**config.mk**
```make
export PLATFORM = sky130hd
export DESIGN_NAME = intc_arb_flat
export DESIGN_NICKNAME = d
export VERILOG_FILES = /design/src/rtl/intc_pkg.sv /design/src/rtl/intc_arb_if.sv /design/src/rtl/intc_arb_grp8.sv /design/src/rtl/intc_arb.sv /design/src/flat_wrapper.sv
export SDC_FILE = /design/constraint.sdc
export NUM_CORES = 1
export LEC_CHECK = 0
export CORE_MARGIN = 3
export CORE_UTILIZATION = 40
export DETAILED_ROUTE_END_ITERATION = 7
export HOLD_SLACK_MARGIN = 0.02
export PLACE_DENSITY_LB_ADDON = 0.15
export SETUP_SLACK_MARGIN = 0.5
export SYNTH_ARGS = -nofsm -noshare
export SYNTH_HDL_FRONTEND = slang
export SYNTH_SLANG_ARGS = --single-unit
```
**constraint.sdc**
```tcl
create_clock -name clk -period 42.5 [get_ports clk]
set_clock_uncertainty 0.2 [all_clocks]
set_input_delay 12.75 -clock clk [delete_from_list [all_inputs] [get_ports clk]]
set_output_delay 12.75 -clock clk [all_outputs]
set_load 0.005 [all_outputs]
```
**src/rtl/intc_pkg.sv**
```systemverilog
// Shared types for the interrupt arbiter: FSM states, level/vector types and
// the number of sources compared per scan cycle.
package intc_pkg;

    localparam int GRP_W = 8;

    typedef logic [3:0] lvl_t;
    typedef logic [7:0] vec_t;

    typedef enum logic [1:0] {
        ST_IDLE = 2'd0,
        ST_SCAN = 2'd1,
        ST_REQ  = 2'd2,
        ST_ACK  = 2'd3
    } intc_state_e;

endpackage

```
**src/rtl/intc_arb_if.sv**
```systemverilog
// CPU-side request/acknowledge bundle of the interrupt arbiter.
// Handshake: intreq_o is a level, held with int_lvl_o/int_vec_o stable while a
// request is presented; cp_ack_i is a one-cycle pulse, honoured only while intreq_o=1.
interface intc_arb_if;
    import intc_pkg::*;

    lvl_t cpu_imask_i;
    logic cp_ack_i;
    logic intreq_o;
    lvl_t int_lvl_o;
    vec_t int_vec_o;

    modport slave (
        input  cpu_imask_i,
        input  cp_ack_i,
        output intreq_o,
        output int_lvl_o,
        output int_vec_o
    );

    modport master (
        output cpu_imask_i,
        output cp_ack_i,
        input  intreq_o,
        input  int_lvl_o,
        input  int_vec_o
    );

endinterface

```
**src/rtl/intc_arb_grp8.sv**
```systemverilog
// Combinational winner of one group of sources: highest level, lowest index on ties.
module intc_arb_grp8
    import intc_pkg::*;
(
    input  logic [GRP_W-1:0] req_i,
    input  lvl_t [GRP_W-1:0] lvl_i,
    output lvl_t             win_lvl_o,
    output logic [2:0]       win_idx_o
);

    lvl_t       best_lvl;
    logic [2:0] best_idx;

    always_comb begin
        best_lvl = '0;
        best_idx = '0;
        // Strict compare keeps the earlier (lower) index on equal levels.
        for (int k = 0; k < GRP_W; k++) begin
            if (req_i[k] && (lvl_i[k] > best_lvl)) begin
                best_lvl = lvl_i[k];
                best_idx = 3'(k);
            end
        end
    end

    assign win_lvl_o = best_lvl;
    assign win_idx_o = best_idx;

endmodule

```
**src/rtl/intc_arb.sv**
```systemverilog
// Interrupt priority arbiter: scans 8 sources per cycle, presents the winner to
// the CPU and pulses the taken source back. Define INTC_ARB_IMASK_EN to gate on cpu_imask_i.
module intc_arb
    import intc_pkg::*;
#(
    parameter int   INT_NUM  = 64,
    parameter vec_t VEC_BASE = 8'h40
) (
    input  logic               clk,
    input  logic               rst_n,
    input  logic [INT_NUM-1:0] in_intreq_i,
    input  lvl_t [INT_NUM-1:0] rg_ilvl_i,
    output logic [INT_NUM-1:0] cp_intack_o,
    output intc_state_e        state_o,
    intc_arb_if.slave          cpu_if
);

    localparam int GRP_N = INT_NUM / GRP_W;
    localparam int IDX_W = $clog2(INT_NUM);
    localparam int CNT_W = (GRP_N > 1) ? $clog2(GRP_N) : 1;

    intc_state_e        state_q, state_d;
    logic [CNT_W-1:0]   grp_cnt_q, grp_cnt_d;
    logic [IDX_W-1:0]   best_idx_q, best_idx_d;
    lvl_t               best_lvl_q, best_lvl_d;

    logic [GRP_W-1:0]   grp_req;
    lvl_t [GRP_W-1:0]   grp_lvl;
    lvl_t               grp_win_lvl;
    logic [2:0]         grp_win_idx;

    logic               any_elig;
    logic               any_higher;
    logic               held_elig;
    logic               held_masked;
    logic               last_grp;
    logic               cand_better;
    lvl_t               scan_lvl;
    logic [IDX_W-1:0]   scan_idx;
    logic               lvl_pass;

    always_comb begin
        grp_req = '0;
        grp_lvl = '0;
        for (int g = 0; g < GRP_N; g++) begin
            if (grp_cnt_q == CNT_W'(g)) begin
                grp_req = in_intreq_i[g*GRP_W +: GRP_W];
                grp_lvl = rg_ilvl_i[g*GRP_W +: GRP_W];
            end
        end
    end

    intc_arb_grp8 u_grp8 (
        .req_i     (grp_req),
        .lvl_i     (grp_lvl),
        .win_lvl_o (grp_win_lvl),
        .win_idx_o (grp_win_idx)
    );

    // Whole-array views used while idle and while a request is held.
    always_comb begin
        any_elig   = 1'b0;
        any_higher = 1'b0;
        for (int i = 0; i < INT_NUM; i++) begin
            if (in_intreq_i[i] && (rg_ilvl_i[i] != '0))       any_elig   = 1'b1;
            if (in_intreq_i[i] && (rg_ilvl_i[i] > best_lvl_q)) any_higher = 1'b1;
        end
    end

    assign held_elig   = in_intreq_i[best_idx_q] && (rg_ilvl_i[best_idx_q] != '0);
    assign last_grp    = (grp_cnt_q == CNT_W'(GRP_N - 1));
    assign cand_better = (grp_win_lvl > best_lvl_q);
    assign scan_lvl    = cand_better ? grp_win_lvl : best_lvl_q;
    assign scan_idx    = cand_better ? IDX_W'(int'(grp_cnt_q) * GRP_W + int'(grp_win_idx))
                                     : best_idx_q;

`ifdef INTC_ARB_IMASK_EN
    assign lvl_pass    = (scan_lvl > cpu_if.cpu_imask_i);
    assign held_masked = (cpu_if.cpu_imask_i >= best_lvl_q);
`else
    logic unused_imask;
    assign lvl_pass     = 1'b1;
    assign held_masked  = 1'b0;
    assign unused_imask = ^cpu_if.cpu_imask_i;
`endif

    always_comb begin
        state_d    = state_q;
        grp_cnt_d  = grp_cnt_q;
        best_idx_d = best_idx_q;
        best_lvl_d = best_lvl_q;
        unique case (state_q)
            ST_IDLE: begin
                if (any_elig) begin
                    state_d    = ST_SCAN;
                    grp_cnt_d  = '0;
                    best_idx_d = '0;
                    best_lvl_d = '0;
                end
            end
            ST_SCAN: begin
                best_idx_d = scan_idx;
                best_lvl_d = scan_lvl;
                if (last_grp) begin
                    grp_cnt_d = '0;
                    state_d   = ((scan_lvl != '0) && lvl_pass) ? ST_REQ : ST_IDLE;
                end else begin
                    grp_cnt_d = grp_cnt_q + CNT_W'(1);
                end
            end
            ST_REQ: begin
                // Acknowledge takes precedence over withdrawal and preemption.
                if (cpu_if.cp_ack_i) begin
                    state_d = ST_ACK;
                end else if (!held_elig || held_masked) begin
                    state_d = ST_IDLE;
                end else if (any_higher) begin
                    state_d    = ST_SCAN;
                    grp_cnt_d  = '0;
                    best_idx_d = '0;
                    best_lvl_d = '0;
                end
            end
            ST_ACK: begin
                state_d = ST_IDLE;
            end
            default: begin
                state_d = ST_IDLE;
            end
        endcase
    end

    always_ff @(posedge clk or negedge rst_n) begin
        if (!rst_n) begin
            state_q    <= ST_IDLE;
            grp_cnt_q  <= '0;
            best_idx_q <= '0;
            best_lvl_q <= '0;
        end else begin
            state_q    <= state_d;
            grp_cnt_q  <= grp_cnt_d;
            best_idx_q <= best_idx_d;
            best_lvl_q <= best_lvl_d;
        end
    end

    logic intreq;
    lvl_t int_lvl;
    vec_t int_vec;

    always_comb begin
        intreq      = 1'b0;
        int_lvl     = '0;
        int_vec     = '0;
        cp_intack_o = '0;
        if (state_q == ST_REQ) begin
            intreq  = 1'b1;
            int_lvl = best_lvl_q;
            int_vec = VEC_BASE + vec_t'(best_idx_q);
        end
        if (state_q == ST_ACK) begin
            cp_intack_o[best_idx_q] = 1'b1;
        end
    end

    assign cpu_if.intreq_o  = intreq;
    assign cpu_if.int_lvl_o = int_lvl;
    assign cpu_if.int_vec_o = int_vec;
    assign state_o          = state_q;

endmodule

```
**src/flat_wrapper.sv**
```systemverilog
// flat-port wrapper written by rule: the top's interface ports become plain ports
module intc_arb_flat import intc_pkg::*;
#(
    parameter int   INT_NUM  = 64,
    parameter vec_t VEC_BASE = 8'h40
)
  (clk, rst_n, in_intreq_i, rg_ilvl_i, cp_intack_o, state_o, cpu_if_cpu_imask_i, cpu_if_cp_ack_i, cpu_if_intreq_o, cpu_if_int_lvl_o, cpu_if_int_vec_o);
  intc_arb_if cpu_if_i ();
  input  logic clk;
  input  logic rst_n;
  input  logic [INT_NUM-1:0] in_intreq_i;
  input  lvl_t [INT_NUM-1:0] rg_ilvl_i;
  output logic [INT_NUM-1:0] cp_intack_o;
  output intc_state_e state_o;
  input wire logic [$bits(cpu_if_i.cpu_imask_i)-1:0] cpu_if_cpu_imask_i;
  input wire logic [$bits(cpu_if_i.cp_ack_i)-1:0] cpu_if_cp_ack_i;
  output wire logic [$bits(cpu_if_i.intreq_o)-1:0] cpu_if_intreq_o;
  output wire logic [$bits(cpu_if_i.int_lvl_o)-1:0] cpu_if_int_lvl_o;
  output wire logic [$bits(cpu_if_i.int_vec_o)-1:0] cpu_if_int_vec_o;
  assign cpu_if_i.cpu_imask_i = cpu_if_cpu_imask_i;
  assign cpu_if_i.cp_ack_i = cpu_if_cp_ack_i;
  assign cpu_if_intreq_o = cpu_if_i.intreq_o;
  assign cpu_if_int_lvl_o = cpu_if_i.int_lvl_o;
  assign cpu_if_int_vec_o = cpu_if_i.int_vec_o;
  intc_arb #(.INT_NUM(INT_NUM), .VEC_BASE(VEC_BASE)) u_core (.clk(clk), .rst_n(rst_n), .in_intreq_i(in_intreq_i), .rg_ilvl_i(rg_ilvl_i), .cp_intack_o(cp_intack_o), .state_o(state_o), .cpu_if(cpu_if_i));
endmodule
```
==> results of run 1 <==
worst paths after layout:
check / from / endpoint / slack, ns / cells past startpoint
min reg2reg: u_core.grp_cnt_q[0] / u_core.grp_cnt_q[0] / 0.35 / 1
max reg2reg: u_core.grp_cnt_q[0] / u_core.state_o[1] / 23.94 / 71
max in group asynchronous: rst_n / u_core.best_lvl_q[0] / 28.83 / 1
min in group asynchronous: rst_n / u_core.best_lvl_q[2] / 12.75 / 1
max: rg_ilvl_i[0] / u_core.state_o[1] / 13.03 / 70
min: u_core.grp_cnt_q[0] / u_core.grp_cnt_q[0] / 0.35 / 1
stage by stage:
stage                     cell area (µm²)  hold slack, ns  worst slack [ns]
after CTS                           17990          0.3342             13.67
after detailed placement            17910          0.3300             13.49
after floorplan                     13480          0.2922             17.49
after global placement              17910          0.3204             13.57
after global routing                17990          0.3798             11.94
final                               18000          0.3479             13.03
cells in the final DEF, fill, tap and decap left out, types with 8 or more instances in the layout:
| cell type | netlist | layout |
|---|---|---|
| o211ai_1 | 13 | 13 |
| nor4_1 | 20 | 20 |
| nor2b_1 | 83 | 83 |
| ha_1 | 284 | 282 |
| nor2_1 | 186 | 186 |
| nor3_1 | 37 | 36 |
| a22oi_1 | 51 | 51 |
| a211oi_1 | 87 | 87 |
| nand3_1 | 20 | 20 |
| buf_4 | 5 | 31 |
| or4_1 | 10 | 10 |
| o21ai_0 | 142 | 142 |
| a221oi_1 | 14 | 14 |
| dfrtp_1 | 15 | 14 |
| a21oi_1 | 145 | 145 |
| and2_1 | 20 | 18 |
| nand4_1 | 85 | 85 |
| nand2b_1 | 75 | 75 |
| o41ai_1 | 67 | 67 |
| o31ai_1 | 12 | 12 |
| inv_1 | 114 | 111 |
| a22o_1 | 13 | 13 |
| nand2_1 | 163 | 163 |
| o2111ai_1 | 10 | 10 |
| clkdlybuf4s50_1 | 0 | 400 |
| a31oi_1 | 14 | 14 |
| and3_1 | 8 | 8 |
| mux2i_1 | 11 | 11 |
| o22ai_1 | 44 | 44 |
cell type report:
cell class | count | share of cell area (%)
Tap cell | 442 | 3.073
Inverter | 116 | 2.419
Antenna cell | 3 | 0.04171
Sequential cell | 15 | 2.092
Clock buffer | 4 | 0.4380
Timing Repair Buffer | 431 | 23.54
Multi-Input combinational cell | 1737 | 68.40
per-layer routing:
metal  up-vias  routed length (µm)
li1       8276                   -
met1      8721               30910
met2      1522               33480
met3       296               10660
met4         0                5036
met5         -                   0
state kept, by name, summed over array words and instances, names as in the netlist:
| signal | flops |
|---|---|
| u_core.best_idx_q | 6 |
| u_core.state_o | 2 |
| u_core.grp_cnt_q | 3 |
| u_core.best_lvl_q | 4 |
critical path, delay by kind of cell:
family          cells  cell delay [ns]
mux                 4             1.36
buf+inv             7             1.20
fa+ha+maj          10             3.10
compound gates     33             8.22
simple gates       16             2.72
logic make-up after synthesis:
kind of cell,after synthesis,share of synthesized area [%]
adder cells (fa/ha/maj),286,26.52
other,1,0.02782
multiplexers,21,1.866
buffers and inverters,204,5.969
XOR/XNOR,6,0.4456
AND/OR/NAND/NOR,735,27.53
flip-flops,15,2.785
AO/OA/AOI/OAI,688,34.85
==> impl_metrics.json, run 1 <==
{
  "cts_hold_buf": 0,
  "num_io_pins": 406,
  "initial_core_util_pct": 41.01,
  "path_common_cell": "ha_1",
  "final_cells": 2748,
  "busiest_layer": "met2",
  "worst-path-max-fanout": 11,
  "crit_type": "input port to flip-flop",
  "synth-edff-count": 0,
  "yosysSeqAreaShare_pct": 2.785,
  "post_drt_via_cell_ratio": 6.847,
  "maxCapViolCount": 0,
  "clk_latency_ns": 0.25,
  "worst_pin_slew_ns": 1.110,
  "first_global_vias": 17629,
  "hold_path.class": "flip-flop to flip-flop",
  "layout_worst_path_cycle_share_pct": 69.33,
  "hold_viol": 0,
  "synth.most_common_cell": "ha_1",
  "crit_path_end_kind": "flip-flop",
  "place.gp.congestion": 1.073,
  "fp.dieArea_um2": 35930,
  "portBuffers": 400,
  "ys_seq_elements": 15,
  "die_w_um": 189.6,
  "synth_ff_type": "dfrtp_1",
  "cts_tree": "yes",
  "row_count": 66,
  "synthTopCellsByCount": "284 x ha_1, 186 x nor2_1, 163 x nand2_1, 145 x a21oi_1, 142 x o21ai_0",
  "max-slew-margin-rel_pct": 25.20,
  "fp.dieH_um": 189.6,
  "rsz0062_at_grt": "no",
  "syn_nets": 2567,
  "yosys.area.top_type": "ha_1",
  "fin_setup_tns_ns": 0,
  "fin_util_pct": 54.76,
  "cts.sinks": 15,
  "syn_area_per_cell_um2": 6.891,
  "syn_to_final_growth_pct": 33.54,
  "antenna_left": 0,
  "ys_warn_count": 0,
  "start_kind": "input port",
  "status": "complete, no violations",
  "synthCells": 1956,
  "root_buffer": "clkbuf_16",
  "yosys.area.top_type_share_pct": 26.36,
  "multi_input_area_um2": 12310,
  "grt_start_max_net_pins": 71,
  "fin_nets": 2915,
  "slowest_delay_ns": 0.77,
  "arrival_ns": 29.38,
  "drive_gt1_share_pct": 3.517,
  "cts.htree.levels": 1,
  "first_pass_iters": 8,
  "post_cts_buffers": 0,
  "crit_slowest_cell": "a41oi_1",
  "cts_buffers": 3,
  "coreArea_um2": 32870,
  "clk_pin_slew_ns": 0.05,
  "cts-resized-gates": 0,
  "drt_iter0_drc": 2818,
  "finalSetupViolCount": 0,
  "synth.area.top_cells": "ha_1 26%, a21oi_1 5.4%, o21ai_0 5.3%, nor2_1 5.2%, a211oi_1 4.8%",
  "use_met2_pct": 65.24,
  "drv_slew": 0,
  "drc_errors": 0,
  "required_ns": 42.41,
  "n_fill_cell": 3312,
  "final-seq-area_um2": 376.6,
  "use_met1_pct": 55.73,
  "cts.path.max_buffers": 2,
  "syn_area_um2": 13480,
  "grt_util_met3_pct": 10.32,
  "period_minus_slack_ns": 29.47,
  "grt_pass1_wl_um": 115200,
  "grt_usage_pct": 42.42,
  "netlist-cell-type-count": 90,
  "async_flop_share_pct": 100.0,
  "grt-ovfl-total": 0,
  "num_vias": 18815,
  "wl_per_cell_um": 29.14,
  "routed_wl_um": 80090,
  "dp_hpwl_um": 66060,
  "dpl.cell_count": 2741,
  "max_freq_mhz": 33.94,
  "antenna_found_initial": 3
}
Power of run 1 is left out: the tool's default activity adds up to more than one toggle a clock period on the data nets, which glitch-free logic cannot reach.
==> run 2: changes to the inputs <==
- clock period: 42.5 -> 30.4 ns (I/O delays scaled with it)
==> run 2 against run 1 <==
Register-to-register slack lost 12 ns. Final cell count about the same. Global-route usage is 0.13 points higher. Routed wire length rose by 1.1%. Setup slack got worse by 7.8 ns. Final area about the same. Critical path type unchanged. Core utilization hardly changed. Sequential share of layout area hardly changed. Largest cell class unchanged.
==> impl_metrics.json, run 2 (same netlist as run 1, synthesis figures left out) <==
{
  "syn_to_final_growth_pct": 33.56,
  "worst-r2r-setup-slack_ns": 12.43,
  "hold_depth": 1,
  "portBuffers": 400,
  "cts.sinks": 15,
  "postLayoutCellArea_um2": 18000,
  "cp_num_buf_inv": 7,
  "clk_latency_ns": 0.25,
  "crit_family": "compound AO/OA/AOI/OAI gates",
  "whs_ns": 0.3463,
  "crit_path_end_kind": "flip-flop",
  "fin_setup_tns_ns": 0,
  "grt_start_max_net_pins": 70,
  "max-slew-margin-rel_pct": 18.81,
  "drv_slew": 0,
  "initial_core_util_pct": 41.01,
  "regToRegStartpoint": "u_core.grp_cnt_q[0]",
  "finalSetupViolCount": 0,
  "min_to": "u_core.grp_cnt_q[0]",
  "fp.dieH_um": 189.6,
  "path_common_cell": "ha_1",
  "final_cell_mix": "400 x clkdlybuf4s50_1, 282 x ha_1, 186 x nor2_1, 163 x nand2_1, 145 x a21oi_1",
  "final_cells": 2749,
  "cts_hold_buf": 0,
  "crit_type": "input port to flip-flop",
  "required_ns": 30.32,
  "fin_nets": 2915,
  "dpl.cell_count": 2741,
  "first_global_vias": 17722,
  "reg2reg_depth": 71,
  "cts.htree.levels": 1,
  "maxCapViolCount": 0,
  "start_kind": "input port",
  "grt_pass1_wl_um": 115700,
  "rr_endpoint": "u_core.state_o[1]",
  "antenna_found_initial": 4,
  "slowest_delay_ns": 0.80,
  "row_count": 66,
  "reg_top3": "u_core.best_idx_q x6, u_core.best_lvl_q x4, u_core.grp_cnt_q x3",
  "grt_usage_pct": 42.55,
  "num_vias": 18857,
  "mostFrequentLayoutCell": "clkdlybuf4s50_1",
  "hold_viol": 0,
  "post_cts_buffers": 0,
  "layout_worst_path_cycle_share_pct": 82.92,
  "status": "complete, no violations",
  "cts.path.max_buffers": 2,
  "place.gp.congestion": 1.083,
  "num_io_pins": 406,
  "max_freq_mhz": 39.67,
  "coreArea_um2": 32870,
  "drt_iter0_drc": 2544,
  "dp_hpwl_um": 66440,
  "wl_per_cell_um": 29.44,
  "first_pass_iters": 6,
  "fp.dieArea_um2": 35930,
  "grt-ovfl-total": 0,
  "hold_path.class": "flip-flop to flip-flop",
  "worst_pin_slew_ns": 1.202,
  "cts_tree": "yes",
  "antenna_left": 0,
  "die_w_um": 189.6,
  "rsz0062_at_grt": "no",
  "post_drt_via_cell_ratio": 6.860,
  "crit_slowest_cell": "a311oi_1",
  "period_minus_slack_ns": 25.21,
  "drc_errors": 0,
  "drive_gt1_share_pct": 3.517,
  "worst-path-max-fanout": 11,
  "cts-resized-gates": 0,
  "holdCritStartpoint": "u_core.grp_cnt_q[0]",
  "routed_wl_um": 80940,
  "cts_buffers": 3,
  "place_area_um2": 17910,
  "largest_reg_flops": 6,
  "regMostFlops": "u_core.best_idx_q",
  "root_buffer": "clkbuf_16",
  "clk_pin_slew_ns": 0.06,
  "arrival_ns": 25.12
}
## run 2: worst max path at each step
stage                             from                 to  slack (ns)  cells after the start
after global placement    rg_ilvl_i[0]  u_core.state_o[1]        5.52                     70
after CTS                 rg_ilvl_i[0]  u_core.state_o[1]        5.59                     71
after detailed placement  rg_ilvl_i[0]  u_core.state_o[1]        5.36                     71
final                     rg_ilvl_i[0]  u_core.state_o[1]        5.19                     70
after global routing      rg_ilvl_i[0]  u_core.state_o[1]        4.14                     71
after floorplan           rg_ilvl_i[0]  u_core.state_o[1]        9.02                     71
## run 2: through the flow
stage,setup WS [ns],utilization [%]
detailed placement,5.358,54.50
global placement,5.516,54.50
finish,5.194,54.77
CTS,5.595,54.74
floorplan,9.023,-
global route,4.142,54.77
## run 2: metal layers
metal  global-route usage (%)  part of all wire, %  vias up
met5                        0                    0        -
met4                    21.27                  6.1        0
met3                    10.01                   13      293
met2                    66.00                   43     1464
met1                    55.22                   38     8824
li1                         -                    -     8276
## run 2: area by class of cell
cell class,instances,area (µm²)
Fill cell,3309,14870
Multi-Input combinational cell,1737,12310
Timing Repair Buffer,431,4237
Tap cell,442,553.0
Inverter,116,435.4
Sequential cell,15,376.6
Clock buffer,4,78.83
Antenna cell,4,10.01
Power of run 2 is left out for the same reason.
